$ cat src/rtl/ysyx_22050598_gnrl_pipe_skid_pkg.sv
// Shared definitions for the skid pipeline stage: state encodings and default payload width.
package ysyx_22050598_gnrl_pipe_skid_pkg;

  localparam int PIPE_DW = 32;

  // Encoded as {skid_vld, main_vld}; 2'b10 is unreachable.
  typedef enum logic [1:0] {
    ST_EMPTY = 2'b00,
    ST_ONE   = 2'b01,
    ST_FULL  = 2'b11
  } skid_state_e;

endpackage

$ cat src/rtl/ysyx_22050598_gnrl_pipe_skid_dfflrh.sv
// Load-enabled flop with asynchronous active-high reset to zero.
module ysyx_22050598_gnrl_dfflrh #(
  parameter int DW = 32
) (
  input  logic          clk,
  input  logic          rst,
  input  logic          ld,
  input  logic [DW-1:0] d,
  output logic [DW-1:0] q
);

  always_ff @(posedge clk or posedge rst) begin
    if (rst) begin
      q <= '0;
    end else if (ld) begin
      q <= d;
    end
  end

endmodule

$ cat src/rtl/ysyx_22050598_gnrl_pipe_skid.sv
// Two-entry valid/ready pipeline stage (main + skid register) with synchronous flush.
module ysyx_22050598_gnrl_pipe_skid
  import ysyx_22050598_gnrl_pipe_skid_pkg::*;
#(
  parameter int DW = PIPE_DW
) (
  input  logic          clk,
  input  logic          rst,
  input  logic          flush,
  input  logic          i_vld,
  output logic          i_rdy,
  input  logic [DW-1:0] i_dat,
  output logic          o_vld,
  input  logic          o_rdy,
  output logic [DW-1:0] o_dat,
  output logic [1:0]    occ
);

  logic          main_vld, skid_vld;
  logic          main_vld_nxt, skid_vld_nxt;
  logic [DW-1:0] main_dat, skid_dat;
  logic [DW-1:0] main_dat_nxt;
  logic          main_ld, skid_ld;
  logic          i_hs, o_hs;
  logic [1:0]    state;

  // Upstream ready looks only at registered state and flush, never at o_rdy.
  assign i_rdy = ~skid_vld & ~flush;
  assign o_vld = main_vld;
  assign o_dat = main_dat;
  assign i_hs  = i_vld & i_rdy;
  assign o_hs  = o_vld & o_rdy;
  assign state = {skid_vld, main_vld};
  assign occ   = {1'b0, main_vld} + {1'b0, skid_vld};

  always_comb begin
    main_vld_nxt = main_vld;
    skid_vld_nxt = skid_vld;
    main_dat_nxt = i_dat;
    main_ld      = 1'b0;
    skid_ld      = 1'b0;
    case (state)
      ST_EMPTY: begin
        if (i_hs) begin
          main_vld_nxt = 1'b1;
          main_ld      = 1'b1;
        end
      end
      ST_ONE: begin
        if (i_hs && o_hs) begin
          main_ld = 1'b1;
        end else if (i_hs) begin
          skid_vld_nxt = 1'b1;
          skid_ld      = 1'b1;
        end else if (o_hs) begin
          main_vld_nxt = 1'b0;
        end
      end
      ST_FULL: begin
        if (o_hs) begin
          skid_vld_nxt = 1'b0;
          main_dat_nxt = skid_dat;
          main_ld      = 1'b1;
        end
      end
      default: begin
        main_vld_nxt = 1'b0;
        skid_vld_nxt = 1'b0;
      end
    endcase
    // Flush kills buffered entries; stale data may remain behind cleared valids.
    if (flush) begin
      main_vld_nxt = 1'b0;
      skid_vld_nxt = 1'b0;
      main_ld      = 1'b0;
      skid_ld      = 1'b0;
    end
  end

  ysyx_22050598_gnrl_dfflrh #(.DW(1)) u_main_vld (
    .clk(clk), .rst(rst), .ld(1'b1), .d(main_vld_nxt), .q(main_vld)
  );

  ysyx_22050598_gnrl_dfflrh #(.DW(1)) u_skid_vld (
    .clk(clk), .rst(rst), .ld(1'b1), .d(skid_vld_nxt), .q(skid_vld)
  );

  ysyx_22050598_gnrl_dfflrh #(.DW(DW)) u_main_dat (
    .clk(clk), .rst(rst), .ld(main_ld), .d(main_dat_nxt), .q(main_dat)
  );

  ysyx_22050598_gnrl_dfflrh #(.DW(DW)) u_skid_dat (
    .clk(clk), .rst(rst), .ld(skid_ld), .d(i_dat), .q(skid_dat)
  );

endmodule

$ cat config.mk
export PLATFORM = sky130hd
export DESIGN_NAME = ysyx_22050598_gnrl_pipe_skid
export DESIGN_NICKNAME = d
export VERILOG_FILES = /design/src/rtl/ysyx_22050598_gnrl_pipe_skid_pkg.sv /design/src/rtl/ysyx_22050598_gnrl_pipe_skid_dfflrh.sv /design/src/rtl/ysyx_22050598_gnrl_pipe_skid.sv
export SDC_FILE = /design/constraint.sdc
export NUM_CORES = 1
export LEC_CHECK = 0
export CAP_MARGIN = 20
export CELL_PAD_IN_SITES_DETAIL_PLACEMENT = 1
export CELL_PAD_IN_SITES_GLOBAL_PLACEMENT = 1
export CORE_MARGIN = 2
export CORE_UTILIZATION = 44
export DETAILED_ROUTE_END_ITERATION = 12
export MAX_ROUTING_LAYER = met4
export PLACE_DENSITY_LB_ADDON = 0.2
export SYNTH_ARGS = -nofsm -noshare
export SYNTH_HDL_FRONTEND = slang
export SYNTH_SLANG_ARGS = --single-unit
$ cat constraint.sdc
create_clock -name clk -period 4.3 [get_ports clk]
set_clock_uncertainty 0.2 [all_clocks]
set_input_delay 0.43 -clock clk [delete_from_list [all_inputs] [get_ports clk]]
set_output_delay 0.43 -clock clk [all_outputs]
set_load 0.01 [all_outputs]
# [Word-level counts from Yosys, hierarchy flattened]
# Index checks and enable logic that the tools add are counted.
[word_totals] in_bits=37 ff_bits=66
[op_classes] n_reduce_logical=4 muxes=19 eq_ne=10 n_bitwise=5 add_sub_neg=1
[op_table] operator="2-to-1 mux 32 bit" count=2
[op_table] operator="inequality test 3 bit (second input constant)" count=6
[op_table] operator="2-to-1 mux 1 bit" count=14
[op_table] operator="case mux 1 bit (3 select lines)" count=3
[op_table] operator="AND reduction 5 bit" count=1
[op_table] operator="inequality test 2 bit (second input constant)" count=2
[op_table] operator="AND reduction 4 bit" count=1
[op_table] operator="bitwise AND 1 bit" count=3
[op_table] operator="adder 1 x 1 -> 2 bit" count=1
[op_table] operator="equality test 2 x 1 -> 1 bit (second input constant)" count=1
[op_table] operator="equality test 2 bit (second input constant)" count=1
[op_table] operator="logical NOT 2 bit" count=1
[op_table] operator="inverter 1 bit" count=2
[op_table] operator="logical AND 1 bit" count=1

# [Longest topological paths before layout]
# Gate-level depths: netlist of the first run.
[logic_depth] depth_word=7 mapped_depth=7 ltp_nobuf=6

# [By module]
# From an unflattened synthesis of the first run, not the netlist that was laid out.
[hier_totals] hier_cells=205 hier_area_um2=3469.6
[by_module_without_submodules] mod="ysyx_22050598_gnrl_dfflrh at u_main_dat ..." area_per_inst_um2=1348.8 instances=2 seq_area_each_um2=800.8 cells_each=69
[by_module_without_submodules] mod="ysyx_22050598_gnrl_pipe_skid" area_per_inst_um2=684.4 instances=1 seq_area_each_um2=0.0 cells_each=61
[by_module_without_submodules] mod="ysyx_22050598_gnrl_dfflrh at u_main_vld ..." area_per_inst_um2=43.8 instances=2 seq_area_each_um2=25.0 cells_each=3

# [Worst setup path after synthesis of the first run]
# Ideal clock, no wire load.
[synth_timing] path_type="reg2reg" start="register u_skid_vld.q" end="register u_main_dat.q[0]" arrival_ns=2.015 setup_time_ns=0.125 synth_period_minus_slack_ns=2.341 path_slack_ns=1.959 stages_incl_launch_ff=8 cell_sequence="dfrtp_1 > inv_1 > ha_1 > nand2_1 > or4_4 > a311o_4 > buf_6 > mux2_4"
[synth_between] elab_chain_cells=7 elab_cells_between_ends=12 cone_classes="2 x eq/ne; 5 x mux; 3 x bitwise; 2 x reduce/logical"
[synth_rtl] item="start, declared" line_no="ysyx_22050598_gnrl_pipe_skid_dfflrh.sv:9" source="output logic [DW-1:0] q"
[synth_rtl] item="start signal, assigned" line_no="ysyx_22050598_gnrl_pipe_skid_dfflrh.sv:14" source="q <= '0;"
[synth_rtl] item="start signal, assigned" line_no="ysyx_22050598_gnrl_pipe_skid_dfflrh.sv:16" source="q <= d;"
[synth_rtl] item="inverter 1 bit" line_no="ysyx_22050598_gnrl_pipe_skid.sv:28" source="assign i_rdy = ~skid_vld & ~flush;"
[synth_rtl] item="bitwise AND 1 bit" line_no="ysyx_22050598_gnrl_pipe_skid.sv:28"
[synth_rtl] item="bitwise AND 1 bit" line_no="ysyx_22050598_gnrl_pipe_skid.sv:31" source="assign i_hs = i_vld & i_rdy;"
[synth_rtl] item="logical AND 1 bit" line_no="ysyx_22050598_gnrl_pipe_skid.sv:50" source="if (i_hs && o_hs) begin"
[synth_rtl] item="2-to-1 mux 1 bit" line_no="ysyx_22050598_gnrl_pipe_skid.sv:50"
[synth_rtl] item="case mux 1 bit (3 select lines)" line_no="ysyx_22050598_gnrl_pipe_skid.sv:42" source="case (state)"
[synth_rtl] item="2-to-1 mux 1 bit" line_no="ysyx_22050598_gnrl_pipe_skid.sv:72" source="if (flush) begin"
[synth_rtl] item="end signal, assigned" line_no="ysyx_22050598_gnrl_pipe_skid_dfflrh.sv:14"
[synth_rtl] item="end signal, assigned" line_no="ysyx_22050598_gnrl_pipe_skid_dfflrh.sv:16"
[synth_rtl] item="end, declared" line_no="ysyx_22050598_gnrl_pipe_skid_dfflrh.sv:9"
# Parallel ways exist; a longest one is shown, timed or not.
# A chain may end at the register's enable or synchronous reset.

# [Final worst setup path of the first run]
[layout_timing] start="register u_skid_vld.q" end="register u_main_dat.q[7]"
# The elaborated chain is that of the path after synthesis.

==> results by group, run 1 <==
GRT
  – Vias in the first global route: approximately 2.1k
  – Pin count of the biggest net entering global routing: 47
  – Tot GR Track Use: approximately a fifth
  – Antenna violations before repair: 0
  – GRT overflow: 0
  – Global-route wire length before repair: between 10,000 and 15,000 um

Logic synthesis
  – Number of synthesized register bits: 66
  – Ys Warns: 0
  – Largest cells by area after synthesis: dfrtp_1 (53%), mux2_2 (24%), mux2_4 (15%), ha_1 (1.6%), buf_6 (1.1%)
  – Yosys top cell area share: 53.25%
  – Netlist cell types: 21
  – Cell taking the most area after synthesis: dfrtp_1
  – Cell Area, Synth: around 3100 sq um
  – Syn avg cell area: about 16 sq um
  – Syn Nets: 239
  – Seq/Total Area, Yosys: a little over half
  – Synthesized instance count: 198

Setup path
  – Type of destination of the critical path: register
  – Worst r2r path cells: 6
  – CP Data Arrival Time: 2.69 ns
  – R2r setup slk: 1.63 ns
  – Startpoint types: register
  – Crit path depth: 6
  – Worst path max stage delay: 0.58 ns
  – Critical path's top delay family: compound AO/OA/AOI/OAI gates
  – Buf/Inv on CP: 1
  – Critical-path top delay cell: a311o_4
  – Setup CP Type: register to register
  – Crit path max fanout: 32
  – Worst path cell trace: inv_1 -> ha_1 -> nand2_1 -> or4_4 -> a311o_4 -> mux2_4
  – Critical Path RT: approximately 4.3 ns

Routing
  – Routed length per instance: 16.96 um
  – Routed Antenna Nets: 0
  – Drt first pass iters: 3
  – Vias post-DR: approximately 1.9k
  – Via density: 5.029
  – Post-Route WL: around 6400 um
  – DRC: 0
  – Detailed router's first-iteration violation count: 29

CTS
  – CTS clock-pin slew for the worst setup and hold paths: 0.08 ns
  – Cts bufs inserted: 9
  – Post-CTS sizing: 0
  – Post-CTS Hold Buffers: 0
  – Sink Count: 66
  – Post CTS Setup Buffer Count: 0
  – Root buffer cell: clkbuf_8
  – H-tree levels: 3
  – Worst-skew pair later-pin latency: 0.34 ns
  – Clk buf depth: 2
  – CTS tree: yes

Power
  – Static Leakage: 1.849 nW
  – PwrDens: 661.4 nW/um^2
  – Total power draw: 0.002738 W
  – Maximum VDD drop: 0.2953 mV

STA
  – Final Hold Violating Endpoints: 0
  – Fmax: 374.7 MHz
  – Setup_tns: 0 ns
  – Fin. max-slew vios: 0
  – Final-report setup violation count: 0
  – RSZ-0062 raised after global routing: false
  – Worst-margin pin slew: 0.7411 ns
  – Worst slew margin: around 50%
  – Tcrit/Tclk final: 62.06%
  – Min cycle time layout: 2.669 ns

Placement
  – Placed cell count: 360
  – Gpl congestion: 0.8434
  – Final HPWL DP: 4261 um
  – Buffers on Ports: 72
  – Placed cell area: 3914 sq um

Floorplanning
  – Initial Util: 45.65%
  – Die area: 7737 sq um
  – Die W: 87.96 um
  – IO Pins: 73
  – Core ar.: ~6800 sq um
  – Rows: 30
  – Die Ht: around 90 um

Run status
  – Status: finished clean

Run
  – Max_cap viols: 0

Final layout
  – Fin cells: 376
  – Final Net Count: 316
  – # diodes: 0
  – Fill cells: 630
  – Layout cells sized above 1: a little over two fifths
  – Area grow syn2layout: 33.48%
  – Fin area: 4140 sq um

Hold path
  – HP Class: input pin to asynchronous set/reset pin
## state kept, by name (all words and copies together), names as in the netlist
name          count
u_main_dat.q     32
u_main_vld.q      1
u_skid_dat.q     32
u_skid_vld.q      1
## cell type report
cell class	instances	area, sq um	share of cell area, %
multi-input cells	119	1384	33.42
repair buffers	75	743.2	17.95
flip-flops and latches	66	1652	39.89
clock inverters	7	102.6	2.478
clock buffers	9	123.9	2.992
well taps	96	120.1	2.901
inverters	4	15.01	0.3626
## metrics by stage
| stage | setup WS, ns | utilization [%] | hold slack (ns) |
|---|---|---|---|
| floorplan | 1.959 | - | 0.2754 |
| global placement | 1.442 | 57.61 | 0.2829 |
| detailed placement | 1.413 | 57.61 | 0.2914 |
| CTS | 1.613 | 60.94 | 0.2295 |
| global route | 1.514 | 60.94 | 0.2601 |
| finish | 1.631 | 60.94 | 0.2185 |
## worst reg2reg max path, cell delays in order, from the launching register on
cell	delay, ns
dfrtp_1	0.46
inv_1	0.14
ha_1	0.26
nand2_1	0.08
or4_4	0.44
a311o_4	0.58
mux2_4	0.40
## cells by family after synthesis
| family | count (synthesis) | synth area share (%) |
|---|---|---|
| adder cells (fa/ha/maj) | 4 | 1.614 |
| AND/OR/NAND/NOR | 11 | 1.977 |
| multiplexers | 97 | 38.81 |
| AO/OA/AOI/OAI | 7 | 2.058 |
| buffers and inverters | 13 | 2.299 |
| flip-flops | 66 | 53.25 |
## metal layers
metal | routed length, um | share of wire, % | track usage [%] | vias to the layer above
met3 | 241 | 3.8 | 4.147 | 10
li1 | - | - | - | 866
met2 | 3134 | 49 | 29.48 | 49
met4 | 89 | 1.4 | 6.294 | 0
met5 | 0 | 0 | - | -
met1 | 2911 | 46 | 24.71 | 966
## final timing paths
path	start	to
setup / recovery	u_skid_vld.q$_DFFE_PP0P_	u_main_dat.q[7]$_DFFE_PP0P_
hold / removal	rst	u_main_dat.q[27]$_DFFE_PP0P_
setup reg to reg	u_skid_vld.q$_DFFE_PP0P_	u_main_dat.q[7]$_DFFE_PP0P_
hold reg to reg	u_skid_dat.q[2]$_DFFE_PP0P_	u_skid_dat.q[2]$_DFFE_PP0P_
max in group asynchronous	rst	u_main_dat.q[4]$_DFFE_PP0P_
min in group clk	u_skid_dat.q[2]$_DFFE_PP0P_	u_skid_dat.q[2]$_DFFE_PP0P_
## placed cells by master, fill, tap and decap left out
master           instances
a21oi_1                  2
a221oi_1                 1
a311o_4                  1
buf_4                    3
bufinv_16                2
clkbuf_8                 9
clkdlybuf4s50_1         72
clkinv_2                 1
clkinv_4                 3
dfrtp_1                 66
ha_1                     4
inv_1                    3
inv_2                    1
inv_8                    1
mux2_2                  66
mux2_4                  30
mux2i_1                  1
nand2_1                  3
nand2b_1                 1
nand3_1                  1
nand3_2                  1
nand4_1                  1
nor2_1                   1
nor2b_1                  2
o2111ai_1                1
o21a_1                   1
o221ai_1                 1
or4_4                    1
## Yosys cell counts (all sizes together)
master / count
mux2: 96
dfrtp: 66
clkbuf: 6
ha: 4
inv: 4
buf: 3
nand2: 3
a21oi: 2
nand3: 2
nor2b: 2
a221oi: 1
a311o: 1
mux2i: 1
nand2b: 1
nand4: 1
nor2: 1
o2111ai: 1
o21a: 1
o221ai: 1
or4: 1
## report_power, final
part	internal [W]	total, W	switching [W]	leakage [nW]
sequential	0.000930	0.00111	0.000178	0.793
combinational	0.000697	0.00104	0.000346	0.941
clock	0.000332	0.000586	0.000254	0.115
(Power assumes the default switching activity.)
==> inputs of run 2 (changes only) <==
--- a/config.mk
+++ b/config.mk
@@ -9,7 +9,7 @@
 export CELL_PAD_IN_SITES_DETAIL_PLACEMENT = 1
 export CELL_PAD_IN_SITES_GLOBAL_PLACEMENT = 1
 export CORE_MARGIN = 2
-export CORE_UTILIZATION = 44
+export CORE_UTILIZATION = 41
 export DETAILED_ROUTE_END_ITERATION = 12
 export MAX_ROUTING_LAYER = met4
 export PLACE_DENSITY_LB_ADDON = 0.2
==> constraint.sdc (replaced) <==
create_clock -name clk -period 2.5 [get_ports clk]
set_clock_uncertainty 0.2 [all_clocks]
set_input_delay 0.25 -clock clk [delete_from_list [all_inputs] [get_ports clk]]
set_output_delay 0.25 -clock clk [all_outputs]
set_load 0.01 [all_outputs]
==> run 2 against run 1 <==
  * Hold slack worse by 0.069 ns
  * Global-route usage is 1.3 points lower
  * Non-clock buffer count up 11
  * Critical endpoint is now u_main_dat.q[2]$_DFFE_PP0P_
==> results by group, run 2 (synthesis gave the netlist of run 1 again) <==
Run status
  – Status: finished clean

Setup path
  – Worst path cell trace: inv_1 -> ha_1 -> nand2_1 -> or4_4 -> a311o_4 -> buf_12 -> mux2_4
  – Type of destination of the critical path: register
  – Critical-path top delay cell: or4_4
  – Crit path max fanout: 17
  – Critical Path RT: approximately 2.5 ns
  – Startpoint types: register
  – Critical path's top delay family: simple AND/OR/NAND/NOR gates
  – Worst r2r src: u_skid_vld.q$_DFFE_PP0P_
  – Worst r2r path cells: 7
  – Crit. Startpoint: u_skid_vld.q$_DFFE_PP0P_
  – Buf/Inv on CP: 2
  – Setup CP Type: register to register
  – Worst path max stage delay: 0.43 ns
  – Crit path depth: 7
  – CP Data Arrival Time: 2.36 ns

Placement
  – Final HPWL DP: roughly 4600 um
  – Gpl congestion: 0.8085
  – Setup slack at placement: 0.01159 ns
  – Buffers on Ports: just over 70

Final layout
  – Largest regs: u_main_dat.q (32), u_skid_dat.q (32)
  – Final Net Count: approximately 330
  – Highest-count cells in the layout ignoring fill and taps: clkdlybuf4s50_1 (72), mux2_2 (66), dfrtp_1 (66)
  – Layout cells sized above 1: 43.94%
  – Most common cell after layout, fill and taps aside: clkdlybuf4s50_1
  – # diodes: 0
  – Area grow syn2layout: 37.23%

GRT
  – Tot GR Track Use: between 15 and 20%
  – Global-route wire length before repair: 11,070 um
  – GRT overflow: 0
  – Vias in the first global route: 2,224
  – Antenna violations before repair: 0
  – Pin count of the biggest net entering global routing: 33

Floorplanning
  – Die area: 8277 sq um
  – IO Pins: 73
  – Rows: 31
  – Die W: 90.98 um
  – Die Ht: 90.98 um
  – Initial Util: 42.54%
  – Core ar.: about 7300 sq um

Power
  – Static Leakage: between 1.5 and 2 nW
  – Net Switching: approximately 0.0013 W
  – Switch share: 27.44%
  – Int Pwr: ~0.0034 W
  – Logic pwr share: 39.7%
  – PwrDens: roughly 1100 nW/um^2
  – Seq pwr share: between 40% and 50%
  – Maximum VDD drop: 0.4939 mV
  – Clock Power Share: between 20% and 30%

CTS
  – H-tree levels: 3
  – Worst-skew pair later-pin latency: 0.34 ns
  – Post-CTS sizing: 0
  – CTS tree: yes
  – Root buffer cell: clkbuf_8
  – CTS clock-pin slew for the worst setup and hold paths: 0.07 ns
  – Sink Count: 66
  – Post-CTS Hold Buffers: 0
  – Post CTS Setup Buffer Count: 0
  – Cts bufs inserted: 9
  – Clk buf depth: 2

Routing
  – Via density: just under 5
  – Detailed router's first-iteration violation count: 34
  – Vias post-DR: 1,925
  – Drt first pass iters: 4
  – Routed Antenna Nets: 0
  – Post-Route WL: 6644 um
  – DRC: 0
  – Routed length per instance: approximately 17 um

Run
  – Max_cap viols: 0

STA
  – Worst slew margin: 52.70%
  – Tcrit/Tclk final: 93.29%
  – Fmax: 428.8 MHz
  – Min cycle time layout: 2.332 ns
  – Setup_tns: 0 ns
  – Final setup margin: 0.1679 ns
  – Final-report setup violation count: 0
  – Fin. max-slew vios: 0
  – Worst-margin pin slew: approximately 0.7 ns
  – RSZ-0062 raised after global routing: false
  – Final Hold Violating Endpoints: 0

Hold path
  – HP Class: input pin to asynchronous set/reset pin
## run 2: cell count changes in the layout (fill, tap and decap cells not counted), sizes merged
cell	previous run	this run
inv	5	4
clkbuf	9	11
clkinv	4	1
buf	3	14
## run 2: path summary, 6_finish.rpt
kind                                                end  slack [ns]
min in group clk            u_skid_dat.q[7]$_DFFE_PP0P_        0.30
hold / removal             u_skid_dat.q[16]$_DFFE_PP0P_        0.15
hold reg to reg             u_skid_dat.q[7]$_DFFE_PP0P_        0.30
max in group asynchronous   u_skid_dat.q[0]$_DFFE_PP0P_        1.35
setup reg to reg            u_main_dat.q[2]$_DFFE_PP0P_        0.17
setup / recovery            u_main_dat.q[2]$_DFFE_PP0P_        0.17
## run 2: layer usage
layer | part of all wire, % | wire [um] | global-route usage (%) | vias up
met4 | 1.4 | 93 | 5.682 | 0
met3 | 4.5 | 301 | 5.560 | 9
met2 | 51 | 3378 | 29.38 | 45
met1 | 43 | 2870 | 20.35 | 987
met5 | 0 | 0 | - | -
li1 | - | - | - | 884
## run 2: per-stage QoR
step | util (%) | area (sq um) | power [W] | std cells | hold slack [ns]
after floorplan | - | 3102 | 0.002904 | 198 | 0.1226
after global placement | 55.54 | 4050 | 0.003733 | 374 | 0.2833
after detailed placement | 55.54 | 4050 | 0.003810 | 374 | 0.2910
after CTS | 58.37 | 4257 | 0.004804 | 388 | 0.1681
after global routing | 58.37 | 4257 | 0.005011 | 388 | 0.1994
final | 58.37 | 4257 | 0.004735 | 388 | 0.1491
## run 2: cell type report
cell class	instances	area, sq um
Clock buffer	11	141.4
Clock inverter	3	65.06
Fill cell	738	3035
Inverter	4	15.01
Multi-Input combinational cell	119	1384
Sequential cell	66	1652
Tap cell	99	123.9
Timing Repair Buffer	86	875.8
## run 2: power by group through the flow
stage	combinational (W)	sequential, W	clock (W)
floorplan	0.000933	0.00197	0
global placement	0.00184	0.00189	0
detailed placement	0.00190	0.00191	0
CTS	0.00191	0.00190	0.000992
global route	0.00201	0.00197	0.00104
finish	0.00188	0.00190	0.000961
==> inputs of run 3 (changes only) <==
--- a/config.mk
+++ b/config.mk
@@ -13,6 +13,7 @@
 export DETAILED_ROUTE_END_ITERATION = 12
 export MAX_ROUTING_LAYER = met4
 export PLACE_DENSITY_LB_ADDON = 0.2
+export SETUP_SLACK_MARGIN = 0.5
 export SYNTH_ARGS = -nofsm -noshare
 export SYNTH_HDL_FRONTEND = slang
 export SYNTH_SLANG_ARGS = --single-unit
==> run 3 against run 2 <==
  * Design area rose by 1.8%
  * Critical endpoint is now u_main_dat.q[20]$_DFFE_PP0P_
  * First-iteration DRC count fell by 29%
  * Maximum frequency rose by 1.5%
  * Total power rose by 1.4%
  * Combinational power barely moved
  * Final cell count rose by 1.0%
  * Sequential power barely moved
  * Global-route usage barely moved
==> results by group, run 3 (synthesis gave the netlist of run 1 again) <==
Run status
  – Status: finished clean

Power
  – Static Leakage: 1.945 nW
  – Maximum VDD drop: 0.5071 mV
  – PwrDens: 1108 nW/um^2

Final layout
  – Register area: 1653 sq um
  – Highest-count cells in the layout ignoring fill and taps: clkdlybuf4s50_1 (69), mux2_2 (66), dfrtp_1 (65)
  – Fin cells: around 390
  – Area grow syn2layout: 39.69%
  – # diodes: 0
  – Fill cells: 738
  – Largest regs: u_main_dat.q (32), u_skid_dat.q (32)
  – Most common cell after layout, fill and taps aside: clkdlybuf4s50_1
  – Multi-input combinational cell area: ~1400 sq um
  – Final core occ: 59.42%
  – Layout cells sized above 1: 46.42%
  – Final Net Count: 329

GRT
  – Pin count of the biggest net entering global routing: 33
  – GRT overflow: 0
  – Met3 Use GR: 3.320%
  – GR Layer Usage met2: 26.85%
  – Met1 usage: 23.50%
  – Antenna violations before repair: 0
  – Tot GR Track Use: 17.63%
  – Grt peak-use layer: met2
  – Global-route wire length before repair: around 11,000 um
  – Vias in the first global route: 2,201

STA
  – Final Hold Violating Endpoints: 0
  – Worst slew margin: approximately 63%
  – Setup_tns: 0 ns
  – RSZ-0062 raised after global routing: true
  – Worst-margin pin slew: 0.5483 ns
  – Final-report setup violation count: 0
  – Final setup margin: 0.2016 ns
  – Min cycle time layout: between 2 and 2.5 ns
  – Fin. max-slew vios: 0
  – Fmax: 435.1 MHz
  – Tcrit/Tclk final: between 90% and 100%

Routing
  – Routed length per instance: 17.15 um
  – DRC: 0
  – Detailed router's first-iteration violation count: 24
  – Vias post-DR: 1,934
  – Via density: 4.934
  – Routed Antenna Nets: 0
  – Post-Route WL: just under 7000 um
  – Drt first pass iters: 4

Setup path
  – Worst r2r dst: u_main_dat.q[20]$_DFFE_PP0P_
  – Critical-path top delay cell: or4_4
  – Worst path max stage delay: ~0.43 ns
  – Startpoint types: register
  – Type of destination of the critical path: register
  – Crit path max fanout: 15
  – R2r setup slk: 0.20 ns
  – CP Data Arrival Time: approximately 2.3 ns
  – Setup CP Type: register to register
  – Worst r2r path cells: 7
  – Critical Path RT: 2.51 ns
  – Worst path cell trace: inv_2 -> ha_4 -> nand2_2 -> or4_4 -> a311o_4 -> buf_12 -> mux2_4
  – Crit. Startpoint: u_skid_vld.q$_DFFE_PP0P_
  – Worst r2r src: u_skid_vld.q$_DFFE_PP0P_

CTS
  – Sink Count: 66
  – CTS tree: yes
  – Post-CTS Hold Buffers: 0
  – Root buffer cell: clkbuf_8
  – Cts bufs inserted: 9
  – H-tree levels: 3
  – Worst-skew pair later-pin latency: about 0.33 ns
  – CTS clock-pin slew for the worst setup and hold paths: approximately 0.07 ns
  – Clk buf depth: 2

Floorplanning
  – Rows: 31
  – Core ar.: 7292 sq um
  – Die Ht: 90.98 um
  – IO Pins: 73
  – Die area: 8277 sq um
  – Die W: 90.98 um
  – Initial Util: 42.54%

Placement
  – Setup slack at placement: 0.01276 ns
  – Buffers on Ports: between 70 and 80
  – Gpl congestion: 0.8647
  – Final HPWL DP: 4454 um
  – Placed cell count: 371

Run
  – Max_cap viols: 0

Hold path
  – HP Class: input pin to asynchronous set/reset pin
-- run 3: where the power goes --
| group | switching [W] | internal (W) | total [W] |
|---|---|---|---|
| clock network | 0.000399 | 0.000586 | 0.000985 |
| logic | 0.000633 | 0.00128 | 0.00191 |
| registers | 0.000301 | 0.00160 | 0.00190 |
| total | 0.00133 | 0.00347 | 0.00480 |
-- run 3: worst max-delay path, delay by kind of cell (launching register included) --
family                   cells  cell delay [ns]
AO/OA/AOI/OAI                1             0.38
adder cells (fa/ha/maj)      1             0.15
buffers and inverters        2             0.27
flip-flops                   1             0.40
multiplexers                 1             0.30
AND/OR/NAND/NOR              2             0.48
-- run 3: worst max-delay path by stage --
stage | slack (ns) | to
finish | 0.20 | u_main_dat.q[20]$_DFFE_PP0P_
global route | 0.14 | u_main_dat.q[20]$_DFFE_PP0P_
CTS | 0.20 | u_main_dat.q[8]$_DFFE_PP0P_
detailed placement | 0.01 | u_main_dat.q[3]$_DFFE_PP0P_
global placement | 0.04 | u_main_dat.q[8]$_DFFE_PP0P_
floorplan | 0.24 | u_main_dat.q[0]$_DFFE_PP0P_
-- run 3: repair_timing --
action / CTS / global route
pin swaps: 0 / 0
setup endpoints to repair: 35 / 33
gates cloned: 0 / 1
setup buffers: 3 / 1
resized for setup: 3 / 2
-- run 3: area by class of cell --
cell class / instances / share of cell area (%)
flip-flops and latches: 66 / 38.15
multi-input cells: 119 / 32.34
clock buffers: 11 / 3.263
repair buffers: 88 / 21.17
clock inverters: 5 / 1.790
well taps: 99 / 2.859
inverters: 4 / 0.4332
-- run 3: per-layer routing --
metal	wire length [um]	up-vias
li1	-	891
met1	3203	980
met5	0	-
met3	224	8
met2	3188	55
met4	104	0
-- run 3: through the flow --
stage | total power (W) | hold slack [ns] | area (sq um)
after floorplan | 0.002916 | 0.1226 | 3119
after global placement | 0.003734 | 0.2821 | 4058
after detailed placement | 0.003801 | 0.2925 | 4058
after CTS | 0.004835 | 0.1434 | 4295
after global routing | 0.005089 | 0.1589 | 4333
final | 0.004803 | 0.1298 | 4333
